`config.mk`:
```
export PLATFORM = sky130hd
export DESIGN_NAME = video_timing_gen_flat
export DESIGN_NICKNAME = d
export VERILOG_FILES = /design/src/rtl/hdmi_timing_pkg.sv /design/src/rtl/video_timing_gen_if.sv /design/src/rtl/sync_delay_line.sv /design/src/rtl/video_timing_gen.sv /design/src/flat_wrapper.sv
export SDC_FILE = /design/constraint.sdc
export NUM_CORES = 1
export LEC_CHECK = 0
export BUFFER_PORTS_ARGS = -buffer_cell sky130_fd_sc_hd__clkbuf_2
export CAP_MARGIN = 20
export CORE_MARGIN = 2
export CORE_UTILIZATION = 60
export DETAILED_ROUTE_END_ITERATION = 12
export GPL_TIMING_DRIVEN = 0
export PLACE_DENSITY_LB_ADDON = 0.3
export SETUP_SLACK_MARGIN = 0.02
export SLEW_MARGIN = 20
export SYNTH_ARGS = -nofsm -noshare
export SYNTH_HDL_FRONTEND = slang
export SYNTH_SLANG_ARGS = --single-unit
```
`constraint.sdc`:
```
create_clock -name pixclk -period 4.7 [get_ports pixclk]
set_input_delay 0.705 -clock pixclk [delete_from_list [all_inputs] [get_ports pixclk]]
set_output_delay 0.705 -clock pixclk [all_outputs]
set_load 0.03 [all_outputs]
```
`src/rtl/hdmi_timing_pkg.sv`:
```
// Shared raster timing definitions for the DVI/HDMI output path: standard
// mode geometries and the counter-width helper used by the timing generator.
package hdmi_timing_pkg;

   typedef struct packed {
      int h_active;
      int h_fp;
      int h_sync;
      int h_bp;
      int v_active;
      int v_fp;
      int v_sync;
      int v_bp;
      bit hs_pol;
      bit vs_pol;
   } timing_mode_t;

   localparam timing_mode_t VGA_640x480_60 = '{
      h_active: 640, h_fp: 16, h_sync: 96, h_bp: 48,
      v_active: 480, v_fp: 10, v_sync: 2,  v_bp: 33,
      hs_pol: 1'b0, vs_pol: 1'b0
   };

   localparam timing_mode_t HD_1280x720_60 = '{
      h_active: 1280, h_fp: 110, h_sync: 40, h_bp: 220,
      v_active: 720,  v_fp: 5,   v_sync: 5,  v_bp: 20,
      hs_pol: 1'b1, vs_pol: 1'b1
   };

   // A counter that must reach n-1 still needs one bit when n is 1.
   function automatic int cnt_width(input int n);
      return (n > 1) ? $clog2(n) : 1;
   endfunction

endpackage

```
`src/rtl/video_timing_gen_if.sv`:
```
// Raster output bundle: pixel request ahead of the delayed de/hsync/vsync.
interface video_timing_gen_if #(
   parameter int XW = 10,
   parameter int YW = 10
);
   logic          req_valid;
   logic [XW-1:0] req_x;
   logic [YW-1:0] req_y;
   logic          line_start;
   logic          frame_start;
   logic          de;
   logic          hsync;
   logic          vsync;

   modport master (
      output req_valid, req_x, req_y, line_start, frame_start, de, hsync, vsync
   );

   modport slave (
      input req_valid, req_x, req_y, line_start, frame_start, de, hsync, vsync
   );
endinterface

```
`src/rtl/sync_delay_line.sv`:
```
// WIDTH x DEPTH shift register that advances only on en, with a selectable
// asynchronous reset value so sync lines can come out of reset deasserted.
module sync_delay_line #(
   parameter int               WIDTH   = 3,
   parameter int               DEPTH   = 2,
   parameter logic [WIDTH-1:0] RST_VAL = '0
) (
   input  logic             pixclk,
   input  logic             rst_n,
   input  logic             en,
   input  logic [WIDTH-1:0] din,
   output logic [WIDTH-1:0] dout
);

   logic [WIDTH-1:0] stage [DEPTH];

   always_ff @(posedge pixclk or negedge rst_n) begin
      if (!rst_n) begin
         for (int i = 0; i < DEPTH; i++) stage[i] <= RST_VAL;
      end else if (en) begin
         stage[0] <= din;
         for (int i = 1; i < DEPTH; i++) stage[i] <= stage[i-1];
      end
   end

   assign dout = stage[DEPTH-1];

endmodule

```
`src/rtl/video_timing_gen.sv`:
```
// Parametrised raster timing generator: stage-0 pixel request plus
// de/hsync/vsync delayed LEAD enabled cycles to cover colour/encoder latency.
module video_timing_gen
   import hdmi_timing_pkg::*;
#(
   parameter int H_ACTIVE = VGA_640x480_60.h_active,
   parameter int H_FP     = VGA_640x480_60.h_fp,
   parameter int H_SYNC   = VGA_640x480_60.h_sync,
   parameter int H_BP     = VGA_640x480_60.h_bp,
   parameter int V_ACTIVE = VGA_640x480_60.v_active,
   parameter int V_FP     = VGA_640x480_60.v_fp,
   parameter int V_SYNC   = VGA_640x480_60.v_sync,
   parameter int V_BP     = VGA_640x480_60.v_bp,
   parameter bit HS_POL   = VGA_640x480_60.hs_pol,
   parameter bit VS_POL   = VGA_640x480_60.vs_pol,
   parameter int LEAD     = 2
) (
   input  logic                pixclk,
   input  logic                rst_n,
   input  logic                en,
   video_timing_gen_if.master  vid
);

   localparam int H_TOTAL = H_ACTIVE + H_FP + H_SYNC + H_BP;
   localparam int V_TOTAL = V_ACTIVE + V_FP + V_SYNC + V_BP;
   localparam int XW      = cnt_width(H_TOTAL);
   localparam int YW      = cnt_width(V_TOTAL);

   localparam int unsigned H_ACT_END = H_ACTIVE;
   localparam int unsigned H_HS_BEG  = H_ACTIVE + H_FP;
   localparam int unsigned H_HS_END  = H_ACTIVE + H_FP + H_SYNC;
   localparam int unsigned V_ACT_END = V_ACTIVE;
   localparam int unsigned V_VS_BEG  = V_ACTIVE + V_FP;
   localparam int unsigned V_VS_END  = V_ACTIVE + V_FP + V_SYNC;

   if (H_ACTIVE < 1 || H_FP < 1 || H_SYNC < 1 || H_BP < 1 ||
       V_ACTIVE < 1 || V_FP < 1 || V_SYNC < 1 || V_BP < 1 ||
       LEAD < 1 || LEAD > 15) begin : g_cfg_error
      $error("video_timing_gen: geometry widths must be positive and LEAD within 1..15");
   end

   logic [XW-1:0] hcnt, h_next;
   logic [YW-1:0] vcnt, v_next;
   logic          act_next, hs_next, vs_next;
   logic          req_valid_r, line_start_r, frame_start_r;
   logic          hs_lvl, vs_lvl;
   logic [2:0]    dly_out;

   // Next raster position and its flags; computed ahead so every stage-0
   // register describes the same pixel after the edge.
   always_comb begin
      h_next = hcnt + XW'(1);
      v_next = vcnt;
      if (hcnt == XW'(H_TOTAL - 1)) begin
         h_next = '0;
         v_next = (vcnt == YW'(V_TOTAL - 1)) ? '0 : vcnt + YW'(1);
      end
      act_next = (32'(h_next) < H_ACT_END) && (32'(v_next) < V_ACT_END);
      hs_next  = (32'(h_next) >= H_HS_BEG) && (32'(h_next) < H_HS_END);
      vs_next  = (32'(v_next) >= V_VS_BEG) && (32'(v_next) < V_VS_END);
   end

   always_ff @(posedge pixclk or negedge rst_n) begin
      if (!rst_n) begin
         hcnt          <= XW'(H_TOTAL - 1);
         vcnt          <= YW'(V_TOTAL - 1);
         req_valid_r   <= 1'b0;
         line_start_r  <= 1'b0;
         frame_start_r <= 1'b0;
         hs_lvl        <= ~HS_POL;
         vs_lvl        <= ~VS_POL;
      end else if (en) begin
         hcnt          <= h_next;
         vcnt          <= v_next;
         req_valid_r   <= act_next;
         line_start_r  <= (h_next == '0);
         frame_start_r <= (h_next == '0) && (v_next == '0);
         hs_lvl        <= hs_next ? HS_POL : ~HS_POL;
         vs_lvl        <= vs_next ? VS_POL : ~VS_POL;
      end
   end

   // Sync levels already carry their polarity, so reset leaves them idle.
   sync_delay_line #(
      .WIDTH   (3),
      .DEPTH   (LEAD),
      .RST_VAL ({1'b0, ~HS_POL, ~VS_POL})
   ) u_sync_delay (
      .pixclk (pixclk),
      .rst_n  (rst_n),
      .en     (en),
      .din    ({req_valid_r, hs_lvl, vs_lvl}),
      .dout   (dly_out)
   );

   assign vid.req_valid   = req_valid_r;
   assign vid.req_x       = hcnt;
   assign vid.req_y       = vcnt;
   assign vid.line_start  = line_start_r;
   assign vid.frame_start = frame_start_r;
   assign vid.de          = dly_out[2];
   assign vid.hsync       = dly_out[1];
   assign vid.vsync       = dly_out[0];

endmodule

```
`src/flat_wrapper.sv`:
```
// flat-port wrapper written by rule: the top's interface ports become plain ports
module video_timing_gen_flat import hdmi_timing_pkg::*;
#(
   parameter int H_ACTIVE = VGA_640x480_60.h_active,
   parameter int H_FP     = VGA_640x480_60.h_fp,
   parameter int H_SYNC   = VGA_640x480_60.h_sync,
   parameter int H_BP     = VGA_640x480_60.h_bp,
   parameter int V_ACTIVE = VGA_640x480_60.v_active,
   parameter int V_FP     = VGA_640x480_60.v_fp,
   parameter int V_SYNC   = VGA_640x480_60.v_sync,
   parameter int V_BP     = VGA_640x480_60.v_bp,
   parameter bit HS_POL   = VGA_640x480_60.hs_pol,
   parameter bit VS_POL   = VGA_640x480_60.vs_pol,
   parameter int LEAD     = 2
)
  (pixclk, rst_n, en, vid_req_valid, vid_req_x, vid_req_y, vid_line_start, vid_frame_start, vid_de, vid_hsync, vid_vsync);
  video_timing_gen_if #(.XW((cnt_width((800)))), .YW((cnt_width((15))))) vid_i ();
  input  logic pixclk;
  input  logic rst_n;
  input  logic en;
  output wire logic [$bits(vid_i.req_valid)-1:0] vid_req_valid;
  output wire logic [$bits(vid_i.req_x)-1:0] vid_req_x;
  output wire logic [$bits(vid_i.req_y)-1:0] vid_req_y;
  output wire logic [$bits(vid_i.line_start)-1:0] vid_line_start;
  output wire logic [$bits(vid_i.frame_start)-1:0] vid_frame_start;
  output wire logic [$bits(vid_i.de)-1:0] vid_de;
  output wire logic [$bits(vid_i.hsync)-1:0] vid_hsync;
  output wire logic [$bits(vid_i.vsync)-1:0] vid_vsync;
  assign vid_req_valid = vid_i.req_valid;
  assign vid_req_x = vid_i.req_x;
  assign vid_req_y = vid_i.req_y;
  assign vid_line_start = vid_i.line_start;
  assign vid_frame_start = vid_i.frame_start;
  assign vid_de = vid_i.de;
  assign vid_hsync = vid_i.hsync;
  assign vid_vsync = vid_i.vsync;
  video_timing_gen #(.H_ACTIVE(H_ACTIVE), .H_FP(H_FP), .H_SYNC(H_SYNC), .H_BP(H_BP), .V_ACTIVE(V_ACTIVE), .V_FP(V_FP), .V_SYNC(V_SYNC), .V_BP(V_BP), .HS_POL(HS_POL), .VS_POL(VS_POL), .LEAD(LEAD)) u_core (.pixclk(pixclk), .rst_n(rst_n), .en(en), .vid(vid_i));
endmodule
```
# == Word level (Yosys, flattened, before mapping) ==
# Cells that the tools add are included.
# totals
regBits,31
wordCells,30
# classes
n_addsub,2
order_cmp,6
eq_ne,2
muxes,5
reduce_logical,6
# ops
cell,n
$mux 10,3
$add 10x1->10 const B,2
$eq 10x10->1 const B,2
$logic_not 10->1,2
$lt 10x10->1 const B,2
$lt 10x9->1 const B,2
$ge 10x10->1 const B,1
$ge 10x9->1 const B,1
$logic_and 1x1->1,4
$mux 1,2

# == Depth between registers and ports, before layout ==
# depth
ltp_word,6
depth_mapped,9
ltp_nobuf,8

# == By module ==
# From an unflattened synthesis, not the netlist that was laid out.
# hier_totals
hier_cells,224
area_unflattened_um2,2063.2
# modules_own_cells
mod,n_inst,cells_per_inst,area_each_um2,seq_area_each_um2
video_timing_gen,1,208,1784.2,640.6
sync_delay_line,1,16,279.0,155.1

# == Worst setup path before layout ==
# No wires, ideal clock.
# synth_timing
path_kind,reg-to-reg
start,"register u_core.hcnt[0], in the netlist u_core.vid.req_x[0]"
end,register u_core.vs_lvl
setup_ns,0.083
t_arrival_ns,2.670
required_time_ns,4.617
path_slack_ns,1.947
path_stages_with_launch,8
path_buffers,0
period_less_slack_ns,2.753
cell_sequence,dfstp_2 -> ha_1 -> nand3_1 -> or3_4 -> nor3_1 -> xnor2_1 -> or4_1 -> o32a_1
# synth_between
elab_chain_len,5
# synth_rtl
item,line_no,rtl
"start, declared",video_timing_gen.sv:42,"logic [XW-1:0] hcnt, h_next;"
"start signal, assigned",video_timing_gen.sv:65,hcnt <= XW'(H_TOTAL - 1);
"start signal, assigned",video_timing_gen.sv:73,hcnt <= h_next;
$eq 10x10->1 (*),video_timing_gen.sv:54,if (hcnt == XW'(H_TOTAL - 1)) begin
$mux 10 (*),video_timing_gen.sv:54,
$ge 10x9->1 or $lt 10x9->1 (tied branches),video_timing_gen.sv:60,vs_next = (32'(v_next) >= V_VS_BEG) && (32'(v_next) < V_VS_END);
$logic_and 1x1->1 (*),video_timing_gen.sv:60,
$mux 1 (*),video_timing_gen.sv:79,vs_lvl <= vs_next ? VS_POL : ~VS_POL;
"end signal, assigned",video_timing_gen.sv:71,vs_lvl <= ~VS_POL;
"end signal, assigned",video_timing_gen.sv:79,
"end, declared",video_timing_gen.sv:46,"logic hs_lvl, vs_lvl;"
# Every way passes the cells marked *; elsewhere a longest branch is shown, timed or not.
# A chain may end at the register's enable or synchronous reset.

# == Worst setup path after layout ==
# layout_timing
start,"register u_core.hcnt[0], in the netlist u_core.vid.req_x[0]"
end,"register u_core.frame_start_r, in the netlist u_core.vid.frame_start"
# layout_between
elab_chain_len,4
# layout_rtl
item,line_no,rtl
$add 10x1->10 or $eq 10x10->1 (tied branches),"video_timing_gen.sv:52, video_timing_gen.sv:54",
$mux 10,video_timing_gen.sv:54,
$logic_not 10->1,video_timing_gen.sv:77,frame_start_r <= (h_next == '0) && (v_next == '0);
$logic_and 1x1->1 (*),video_timing_gen.sv:77,
"end signal, assigned",video_timing_gen.sv:77,
"end, declared",video_timing_gen.sv:45,"logic req_valid_r, line_start_r, frame_start_r;"
# Marks and branches as above.

==> flow_summary.toml <==
[routing]
ant_nets = 0
vias_per_cell = 5.87
drc = 0
vias = 1643
drtPass1Iterations = 4
wl_mm = 4.01
routedWlPerCell_um = 14.3
drt_iter0_drc = 139

[clock_network]
ctsLongestPathBuffers = 2
clock_latency_ps = 330
numCtsBuffers = 5
clk_pin_slew_ps = 90
cts-htree-levels = 2
clock_sinks = 31
cts-root-buf = "clkbuf_4"
ctsHoldBuffers = 0
cts_resized = 0
post_cts_buffers = 0
tritoncts = "yes"

[timing]
setup_tns_ps = 0
hold_viol = 0
timing.fmax_mhz = 347
worst_slack_ps = 1820
layout_min_cycle_time_ps = 2880
finalMaxSlewViolations = 0
tightest_slew_ps = 921
rsz0062_at_grt = "false"
setup_violations = 0
skew_ps = 3.72
post-route-period-util_pct = 61.3
slew_headroom_pct = 38.2

[logic_synthesis]
synth.top_cells.by_count = "19 x nand2_1, 16 x dfstp_2, 15 x dfrtp_1"
syn_avg_cell_area_um2 = 9.24
synthCells = 206
synth.most_common_cell = "nand2_1"
synth_cell_types = 45
yosysTopAreaCell = "dfstp_2"
async_reset_ff_share_pct = 100
netlist_area_um2 = 1900
ys_top_cells_by_area = "dfstp_2 22%, dfrtp_1 20%, xnor2_1 5.5%"
netlist.area_leader.share_pct = 22.1
ys.flop_type = "dfstp_2"
synth_edf_count = 0
ys_seq_elements = 31
ys_seq_area_share_pct = 41.8
syn_nets = 212
ys_warn_count = 0

[critical_path]
worstPathMaxFanout = 10
startpoint_type = "flip-flop"
setup.worst_path.end_class = "flip-flop"
critical_path_class = "reg2reg"
rrSetupSlack_ps = 1820
r2r_end = "u_core.vid.frame_start"
cp.required_ps = 4940
worstPathArrival_ps = 3120
timing.rr.start = "u_core.vid.req_x[0]"
rr_worst_depth = 8

[global_routing]
grt_pass1_vias = 1415
grt_pass1_wl_mm = 6.72
grt_use_total_pct = 25.2
grt_max_degree = 32
antenna_found_initial = 0
gr-total-overflow = 0

[final_layout]
nets = 241
drive_above_1_share_pct = 26.3
antenna_cells = 0
syn_to_final_growth_pct = 12.6
fill_cells = 255

[placed_design]
dp_slack_ps = 1850
gp_congestion = 0.925
port_buffers = 22
hpwl_mm = 2.81

[floorplanning]
ioPinCount = 23
start_util_pct = 62.9
die_w_um = 60.3
die_area_um2 = 3640
core_area_um2 = 3030
row_count = 20
dieHeight_um = 60.3

[pwr]
p_leak_nw = 0.868
power_density_nw_per_um2 = 390
ir_worst_vdd_mv = 0.251

[hold_path]
worstHoldPathType = "in2async"

[status]
status = "completed"

[run]
maxCapViolCount = 0
[layout by cell type, fill, tap and decap left out, types with 3 or more instances in the layout]
| cell | n |
|---|---|
| xnor2_1 | 12 |
| buf_2 | 3 |
| clkbuf_2 | 22 |
| buf_4 | 4 |
| mux2_2 | 8 |
| nand2_1 | 19 |
| inv_1 | 8 |
| a21oi_1 | 8 |
| nand3_1 | 9 |
| nor2_1 | 8 |
| clkbuf_4 | 5 |
| nor3_1 | 13 |
| and3_1 | 4 |
| xor2_1 | 3 |
| clkbuf_1 | 11 |
| o21ai_0 | 12 |
| ha_1 | 3 |
| nand4_1 | 10 |
| dfrtp_1 | 15 |
| dfstp_2 | 16 |
| o31ai_1 | 6 |
[area by class of cell]
| type | count | area (um^2) | area share [%] |
|---|---|---|---|
| clock buffer | 7 | 45.0 | 2.10 |
| buffer | 18 | 101 | 4.73 |
| multi-input combinational | 149 | 976 | 45.5 |
| tap | 44 | 55.1 | 2.57 |
| inverter | 8 | 30.0 | 1.40 |
| clock inverter | 1 | 30.0 | 1.40 |
| sequential | 31 | 796 | 37.1 |
| timing repair buffer | 22 | 110 | 5.14 |
[cell families (layout without fill, tap and decap cells)]
group                    count (synthesis)  after routing  share of synthesized area, %
AO/OA/AOI/OAI                           42             42                          14.7
XOR/XNOR                                15             15                          6.90
adder cells (fa/ha/maj)                  3              3                          1.97
buffers and inverters                   26             56                          6.90
flip-flops                              31             31                          41.8
multiplexers                            10             10                          5.79
AND/OR/NAND/NOR                         79             79                          21.9
[where the power goes]
group	internal, mW	leakage (nW)	switching [mW]	total [mW]
clock	0.113	0.0395	0.0887	0.201
combinational	0.101	0.459	0.188	0.289
sequential	0.317	0.369	0.0277	0.345
total	0.531	0.868	0.304	0.835
[sequential cells by signal, indices dropped and copies added, names as in the netlist]
| register | cells |
|---|---|
| u_core.vid.req_x | 10 |
| u_core.u_sync_delay.dout | 3 |
| u_core.u_sync_delay.stage | 3 |
| u_core.vid.frame_start | 1 |
| u_core.vid.line_start | 1 |
| u_core.vcnt | 10 |
| u_core.vs_lvl | 1 |
| u_core.vid.req_valid | 1 |
| u_core.hs_lvl | 1 |
[worst max path at each step]
stage | from | to | slack (ps) | depth (start not counted)
CTS | u_core.vid.req_x[0] | u_core.vid.frame_start | 1830 | 8
detailed placement | u_core.vid.req_x[0] | u_core.vid.frame_start | 1850 | 8
finish | u_core.vid.req_x[0] | u_core.vid.frame_start | 1820 | 8
floorplan | u_core.vid.req_x[0] | u_core.vs_lvl | 1950 | 7
global placement | u_core.vid.req_x[0] | u_core.vs_lvl | 1880 | 7
global route | u_core.vid.req_x[0] | u_core.vid.frame_start | 1580 | 8
[critical path, cell delays in order, from the launching register on]
cell      delay, ps
dfstp_2         610
ha_1            260
nand3_1         190
or3_4           450
clkbuf_1        240
o31ai_1         450
o2111a_1        260
nand4_1         100
o31ai_1         240
[stage by stage]
stage	total power, mW	hold slack (ps)	area [um^2]	std cells	utilization [%]
finish	0.835	418	2140	280	70.8
global route	0.887	449	2140	280	70.8
CTS	0.837	427	2140	280	70.8
detailed placement	0.636	485	2070	272	68.3
global placement	0.632	481	2070	272	68.3
floorplan	0.570	409	1900	206	-
[per-layer routing]
metal	track usage, %	wire, um	share of wire, %
met1	35.5	1840	46
met2	38.7	1920	48
met3	5.84	204	5.1
met4	7.62	48	1.2
met5	0	0	0
Power figures use the tool's default switching activity.
